## src/rtl/fetch_unit_pkg.sv

```systemverilog
// Shared definitions for the instruction fetch unit: the state encoding,
// the opcode that marks a two-byte instruction, and the fixed vector addresses.
package fetch_unit_pkg;

  typedef enum logic [1:0] {
    ST_RST_VEC   = 2'd0,
    ST_FETCH_OP  = 2'd1,
    ST_FETCH_IMM = 2'd2,
    ST_INTR_VEC  = 2'd3
  } fetch_state_e;

  localparam logic [3:0] OPC_TWO_BYTE   = 4'hC;
  localparam logic [7:0] RESET_VEC_ADDR = 8'h00;
  localparam logic [7:0] INTR_VEC_ADDR  = 8'h01;

endpackage

```

## src/rtl/fetch_unit.sv

```systemverilog
// Instruction fetch unit: reads one byte per cycle from an asynchronous
// instruction memory and issues one- and two-byte instructions to the decoder.
// Optional interrupt entry is enabled by defining the macro FETCH_INTR_EN.
module fetch_unit
  import fetch_unit_pkg::*;
(
  input  logic       clk,
  input  logic       rst,
  output logic [7:0] imem_addr,
  input  logic [7:0] imem_rdata,
  input  logic       stall,
  input  logic       redirect_valid,
  input  logic [7:0] redirect_pc,
  input  logic       intr_req,
  output logic [7:0] if_instr,
  output logic [7:0] if_imm,
  output logic [7:0] if_pc_next,
  output logic       if_valid,
  output logic       if_intr
);

  fetch_state_e state_q, state_d;
  logic [7:0]   pc_q, pc_d;
  logic [7:0]   op_hold_q, op_hold_d;
  logic [7:0]   if_instr_q, if_instr_d;
  logic [7:0]   if_imm_q, if_imm_d;
  logic [7:0]   if_pc_next_q, if_pc_next_d;
  logic         if_valid_q, if_valid_d;
  logic [7:0]   pc_inc;
  logic         intr_pending_eff;

`ifdef FETCH_INTR_EN
  logic         intr_pending_q, intr_pending_d;
  logic         if_intr_q, if_intr_d;
  logic         intr_enter;

  // A request arriving this cycle is honoured immediately at a boundary.
  assign intr_pending_eff = intr_pending_q | intr_req;
  assign if_intr          = if_intr_q;
`else
  logic         unused_intr_req;

  assign unused_intr_req  = intr_req;
  assign intr_pending_eff = 1'b0;
  assign if_intr          = 1'b0;
`endif

  assign pc_inc     = pc_q + 8'd1;
  assign if_instr   = if_instr_q;
  assign if_imm     = if_imm_q;
  assign if_pc_next = if_pc_next_q;
  assign if_valid   = if_valid_q;

  // Memory address: fixed vectors while vectoring, otherwise the PC.
  always_comb begin
    imem_addr = pc_q;
    case (state_q)
      ST_RST_VEC:  imem_addr = RESET_VEC_ADDR;
      ST_INTR_VEC: imem_addr = INTR_VEC_ADDR;
      default:     imem_addr = pc_q;
    endcase
  end

  // Next-state and issue logic: redirect beats stall, stall freezes everything.
  always_comb begin
    state_d      = state_q;
    pc_d         = pc_q;
    op_hold_d    = op_hold_q;
    if_instr_d   = if_instr_q;
    if_imm_d     = if_imm_q;
    if_pc_next_d = if_pc_next_q;
    if_valid_d   = if_valid_q;
`ifdef FETCH_INTR_EN
    if_intr_d    = 1'b0;
    intr_enter   = 1'b0;
`endif
    if (redirect_valid) begin
      pc_d       = redirect_pc;
      state_d    = ST_FETCH_OP;
      if_valid_d = 1'b0;
      op_hold_d  = 8'h00;
    end else if (!stall) begin
      if_valid_d = 1'b0;
      case (state_q)
        ST_RST_VEC, ST_INTR_VEC: begin
          pc_d    = imem_rdata;
          state_d = ST_FETCH_OP;
        end
        ST_FETCH_OP: begin
          if (intr_pending_eff) begin
            if_instr_d   = 8'h00;
            if_imm_d     = 8'h00;
            if_pc_next_d = pc_q;
            if_valid_d   = 1'b1;
            state_d      = ST_INTR_VEC;
`ifdef FETCH_INTR_EN
            if_intr_d    = 1'b1;
            intr_enter   = 1'b1;
`endif
          end else if (imem_rdata[7:4] == OPC_TWO_BYTE) begin
            op_hold_d = imem_rdata;
            pc_d      = pc_inc;
            state_d   = ST_FETCH_IMM;
          end else begin
            if_instr_d   = imem_rdata;
            if_imm_d     = 8'h00;
            if_pc_next_d = pc_inc;
            if_valid_d   = 1'b1;
            pc_d         = pc_inc;
          end
        end
        ST_FETCH_IMM: begin
          if_instr_d   = op_hold_q;
          if_imm_d     = imem_rdata;
          if_pc_next_d = pc_inc;
          if_valid_d   = 1'b1;
          pc_d         = pc_inc;
          state_d      = ST_FETCH_OP;
        end
        default: state_d = ST_RST_VEC;
      endcase
    end
`ifdef FETCH_INTR_EN
    intr_pending_d = intr_enter ? 1'b0 : intr_pending_eff;
`endif
  end

  // State and output registers with synchronous reset.
  always_ff @(posedge clk) begin
    if (rst) begin
      state_q      <= ST_RST_VEC;
      pc_q         <= 8'h00;
      op_hold_q    <= 8'h00;
      if_instr_q   <= 8'h00;
      if_imm_q     <= 8'h00;
      if_pc_next_q <= 8'h00;
      if_valid_q   <= 1'b0;
    end else begin
      state_q      <= state_d;
      pc_q         <= pc_d;
      op_hold_q    <= op_hold_d;
      if_instr_q   <= if_instr_d;
      if_imm_q     <= if_imm_d;
      if_pc_next_q <= if_pc_next_d;
      if_valid_q   <= if_valid_d;
    end
  end

`ifdef FETCH_INTR_EN
  // Interrupt bookkeeping registers with synchronous reset.
  always_ff @(posedge clk) begin
    if (rst) begin
      intr_pending_q <= 1'b0;
      if_intr_q      <= 1'b0;
    end else begin
      intr_pending_q <= intr_pending_d;
      if_intr_q      <= if_intr_d;
    end
  end
`endif

endmodule

```

## config.mk

```make
export PLATFORM = sky130hd
export DESIGN_NAME = fetch_unit
export DESIGN_NICKNAME = d
export VERILOG_FILES = /design/src/rtl/fetch_unit_pkg.sv /design/src/rtl/fetch_unit.sv
export SDC_FILE = /design/constraint.sdc
export NUM_CORES = 1
export LEC_CHECK = 0
export CAP_MARGIN = 25
export CELL_PAD_IN_SITES_DETAIL_PLACEMENT = 1
export CELL_PAD_IN_SITES_GLOBAL_PLACEMENT = 1
export CORE_MARGIN = 5
export CORE_UTILIZATION = 35
export CTS_BUF_LIST = sky130_fd_sc_hd__clkbuf_4 sky130_fd_sc_hd__clkbuf_8 sky130_fd_sc_hd__clkbuf_16
export CTS_CLUSTER_DIAMETER = 100
export DETAILED_ROUTE_END_ITERATION = 10
export PLACE_DENSITY = 0.83
export SLEW_MARGIN = 10
export SYNTH_ARGS = -nofsm -noshare
export SYNTH_HDL_FRONTEND = slang
export SYNTH_SLANG_ARGS = --single-unit
```

## constraint.sdc

```tcl
create_clock -name clk -period 2.5 [get_ports clk]
set_input_delay 0.375 -clock clk [delete_from_list [all_inputs] [get_ports clk]]
set_output_delay 0.375 -clock clk [all_outputs]
set_load 0.05 [all_outputs]
```

==> tab_implementation.tex <==
\begin{tabular}{lr}
\hline
Metric & Value \\
\hline
\multicolumn{2}{l}{\textbf{Run status}} \\
Outcome & completed \\
\multicolumn{2}{l}{\textbf{GRT}} \\
Met2 global-route usage & a little under a third \\
Total overflow reported by the global router & 0 \\
Wire length of the first global-routing pass & roughly 10000 µm \\
Number of global-route vias before repair & 2065 \\
Largest net degree at the start of global routing & 25 \\
Highest-utilization routing layer at the global route stage & met2 \\
Met3 Resource Use GR & 5.04\% \\
Number of antenna violations at the first check in global routing & 0 \\
GRT Util Overall & between 15 and 20\% \\
Global Route met1 Usage & approximately a fifth \\
\multicolumn{2}{l}{\textbf{Detailed routing}} \\
Post-DR vias/cell & approximately 5.3 \\
DRC marker count from the first detailed-route iteration & 63 \\
Routed wire per std cell & around 17 µm \\
Remaining number of nets flagged by the antenna check after routing & 0 \\
Count of vias placed by the detailed router & $\sim$1900 \\
Routed Wire Length & about 6300 µm \\
Length of the first detailed-routing pass in iterations & 4 \\
Final routed DRC violation total & 0 \\
\multicolumn{2}{l}{\textbf{Synth}} \\
Main combinational cell family by area after synthesis & simple AND/OR/NAND/NOR gates \\
Post-synthesis xor/xnor area fraction & $\sim$2.6\% \\
Register bit total from synthesis & between 40 and 50 \\
Multiplexer share of the synthesized area & a little under 9\% \\
Top-area cell type share of the netlist area & a little over two fifths \\
Simple-gate portion of the synthesized area & 20.7\% \\
Gate count of the mapped netlist & 233 \\
Share of synthesized cell area in full adder, half adder and majority cells & under 10\% \\
Top flip-flop cell by instance count after synthesis & dfxtp\_1 \\
Cell taking the most area after synthesis & dfxtp\_1 \\
Net count after synthesis & about 260 \\
Cells taking the most area after synthesis & dfxtp\_1, mux2i\_1, nor2\_1 \\
Post-synth top cells & dfxtp\_1, nor2\_1, a21oi\_1, nand2\_1, mux2i\_1 \\
Number of library cell types mapped by synthesis & 35 \\
Netlist area before placement & $\sim$0.002 mm² \\
Yosys Warn Count & 0 \\
Syn Area/Cell & about 8.8 µm² \\
Most used standard cell by instance count after synthesis & dfxtp\_1 \\
Synth Area in Compound Gates & approximately 17\% \\
Async S/R FF share, synth & 0\% \\
Post-synth EDFFs & 0 \\
Sequential-to-total area share from yosys stat & roughly two fifths \\
\multicolumn{2}{l}{\textbf{Die}} \\
Area enclosed by the die boundary & approximately 0.0075 mm² \\
DIE WIDTH & approximately 87 µm \\
IO Pins & 55 \\
Core Region & $\sim$0.0058 mm² \\
Starting density of the core & approximately 35\% \\
Cell row count & 28 \\
Die Height & between 80 and 90 µm \\
\multicolumn{2}{l}{\textbf{Clock tree}} \\
Total clock sinks & 43 \\
CTS Hold Buffers Added & 0 \\
Number of levels in the clock H-tree & 2 \\
Maximum buffer depth of the clock tree & 2 \\
Clock Tree Root & clkbuf\_8 \\
TritonCTS Buffers & 5 \\
Clock latency of the later-clocked register in the worst-skew pair & approximately 300 ps \\
Post-CTS Resized & 0 \\
Clk slew on worst S/H paths & around 80 ps \\
Clock tree from TritonCTS & built \\
Number of post-CTS setup repair buffers & 0 \\
\multicolumn{2}{l}{\textbf{Worst setup path}} \\
Critical path peak fanout & 12 \\
Required time reported for the critical path endpoint & $\sim$2100 ps \\
Type of element capturing the critical path & output pin \\
Setup Crit Path Kind & flip-flop to output pin \\
Arrival time at the worst endpoint & 1960 ps \\
CP startpoint kind & flip-flop \\
\multicolumn{2}{l}{\textbf{Place}} \\
Final HPWL from detailed placement & roughly 4700 µm \\
\# port buffers & 52 \\
Post-placement setup slack & between 100 and 150 ps \\
Placer Congestion & 0.819 \\
DP Area & between 0.002 and 0.003 mm² \\
\multicolumn{2}{l}{\textbf{Flow run}} \\
Max-cap violations & 0 \\
\multicolumn{2}{l}{\textbf{Cells and area}} \\
Area grow syn2layout & 40.0\% \\
Post-layout nets & $\sim$310 \\
Antenna Cells & 0 \\
Cell area after layout & 0.00288 mm² \\
Fraction of final layout cells with drive strength greater than 1 & between 10\% and 20\% \\
Number of filler instances in the final layout & 687 \\
Final core occ & around half \\
\multicolumn{2}{l}{\textbf{Power}} \\
Leakage dissipation & around 1.0 nW \\
Maximum resistive drop on vdd & 250 µV \\
Power density normalized to cell area & $\sim$610 mW/mm² \\
Final Total Pwr & $\sim$1.8 mW \\
\multicolumn{2}{l}{\textbf{STA}} \\
Worst clock skew & between 4 and 5 ps \\
TNS Setup & 0 ps \\
Number of hold violations in the final report & 0 \\
Crit share post-route & a little over 90\% \\
Transition time at the pin with the least slew margin & 510 ps \\
Headroom to the max-slew limit & about 66\% \\
Maximum achievable frequency & around 0.43 GHz \\
Unrepaired setup endpoints after global routing & no \\
Final worst slack & about 170 ps \\
\# setup viols final & 0 \\
Number of max-slew violations in the final report & 0 \\
Time the final worst path needs with I/O delays and setup & $\sim$2300 ps \\
\multicolumn{2}{l}{\textbf{Min path}} \\
Class of the worst hold path & flip-flop to flip-flop \\
\hline
\end{tabular}
critical path: stages (launching register included):
cell and delay, ps:
dfxtp_1 430, inv_1 70, ha_1 570, mux2_2 400, buf_4 190
layout by cell type, fill, tap and decap left out:
master,count
o21ba_2,1
clkdlybuf4s50_1,44
a31oi_1,1
mux2i_1,17
nand3_1,11
nand2_1,18
xor2_1,1
or2_2,2
clkbuf_4,1
a211oi_1,7
and3_1,5
nor2b_1,7
nand3b_1,4
clkbuf_8,5
bufinv_16,2
nor3_1,5
ha_1,5
nor3b_1,2
nand2b_1,1
or3_1,1
a21oi_1,22
and4bb_4,1
buf_12,8
a211oi_2,6
xnor2_1,5
inv_1,6
a2111oi_4,1
a2111o_1,1
o21ai_0,4
o22ai_1,4
a311oi_1,2
nor2_1,31
conb_1,1
buf_4,11
mux2_2,1
dfxtp_1,43
flip-flops by register name (all words and copies together) (netlist names):
signal / cells
if_imm: 8
if_instr: 8
if_pc_next: 8
op_hold_q: 8
pc_q: 8
state_q: 2
if_valid: 1
power breakdown:
part | total [mW] | switching (mW) | internal (mW)
Combinational | 0.360 | 0.212 | 0.148
Clock | 0.657 | 0.246 | 0.410
Sequential | 0.737 | 0.0254 | 0.712
worst paths after layout:
kind                             startpoint                        end  slack [ps]  cells after the start
hold / removal    op_hold_q[6]$_SDFFE_PP0P_  op_hold_q[6]$_SDFFE_PP0P_         470                      2
setup / recovery    state_q[0]$_SDFFE_PP0P_               imem_addr[0]         170                      4
hold reg to reg   op_hold_q[6]$_SDFFE_PP0P_  op_hold_q[6]$_SDFFE_PP0P_         470                      2
setup reg to reg    state_q[0]$_SDFFE_PP0P_     if_imm[6]$_SDFFE_PP0P_         390                      6
final cells by class:
class,instances,area (µm²),area share [%]
Clock buffer,6,76.3,2.65
Clock inverter,2,60.1,2.09
Inverter,6,22.5,0.783
Multi-Input combinational cell,167,1080,37.6
Sequential cell,43,861,29.9
Tap cell,75,93.8,3.26
Timing Repair Buffer,63,683,23.7
metrics by stage:
step | std cells | hold slack (ps)
after global placement | 354 | 434
final | 362 | 469
after CTS | 362 | 469
after global routing | 362 | 494
after floorplan | 233 | 425
after detailed placement | 354 | 440
cell families after synthesis:
kind of cell / count (synthesis)
mux: 18
simple gates: 88
other cells: 1
fa+ha+maj: 5
xor+xnor: 6
buf+inv: 23
compound gates: 49
flops: 43
layer usage:
layer  wire length, µm  share of wire [%]  vias to the layer above
li1                  -                  -                      913
met1              2680                 43                      924
met2              3090                 49                       54
met3               371                5.9                       10
met4               121                1.9                        0
met5                 0                  0                        -
Note: power is estimated with default switching activity, not from simulation.
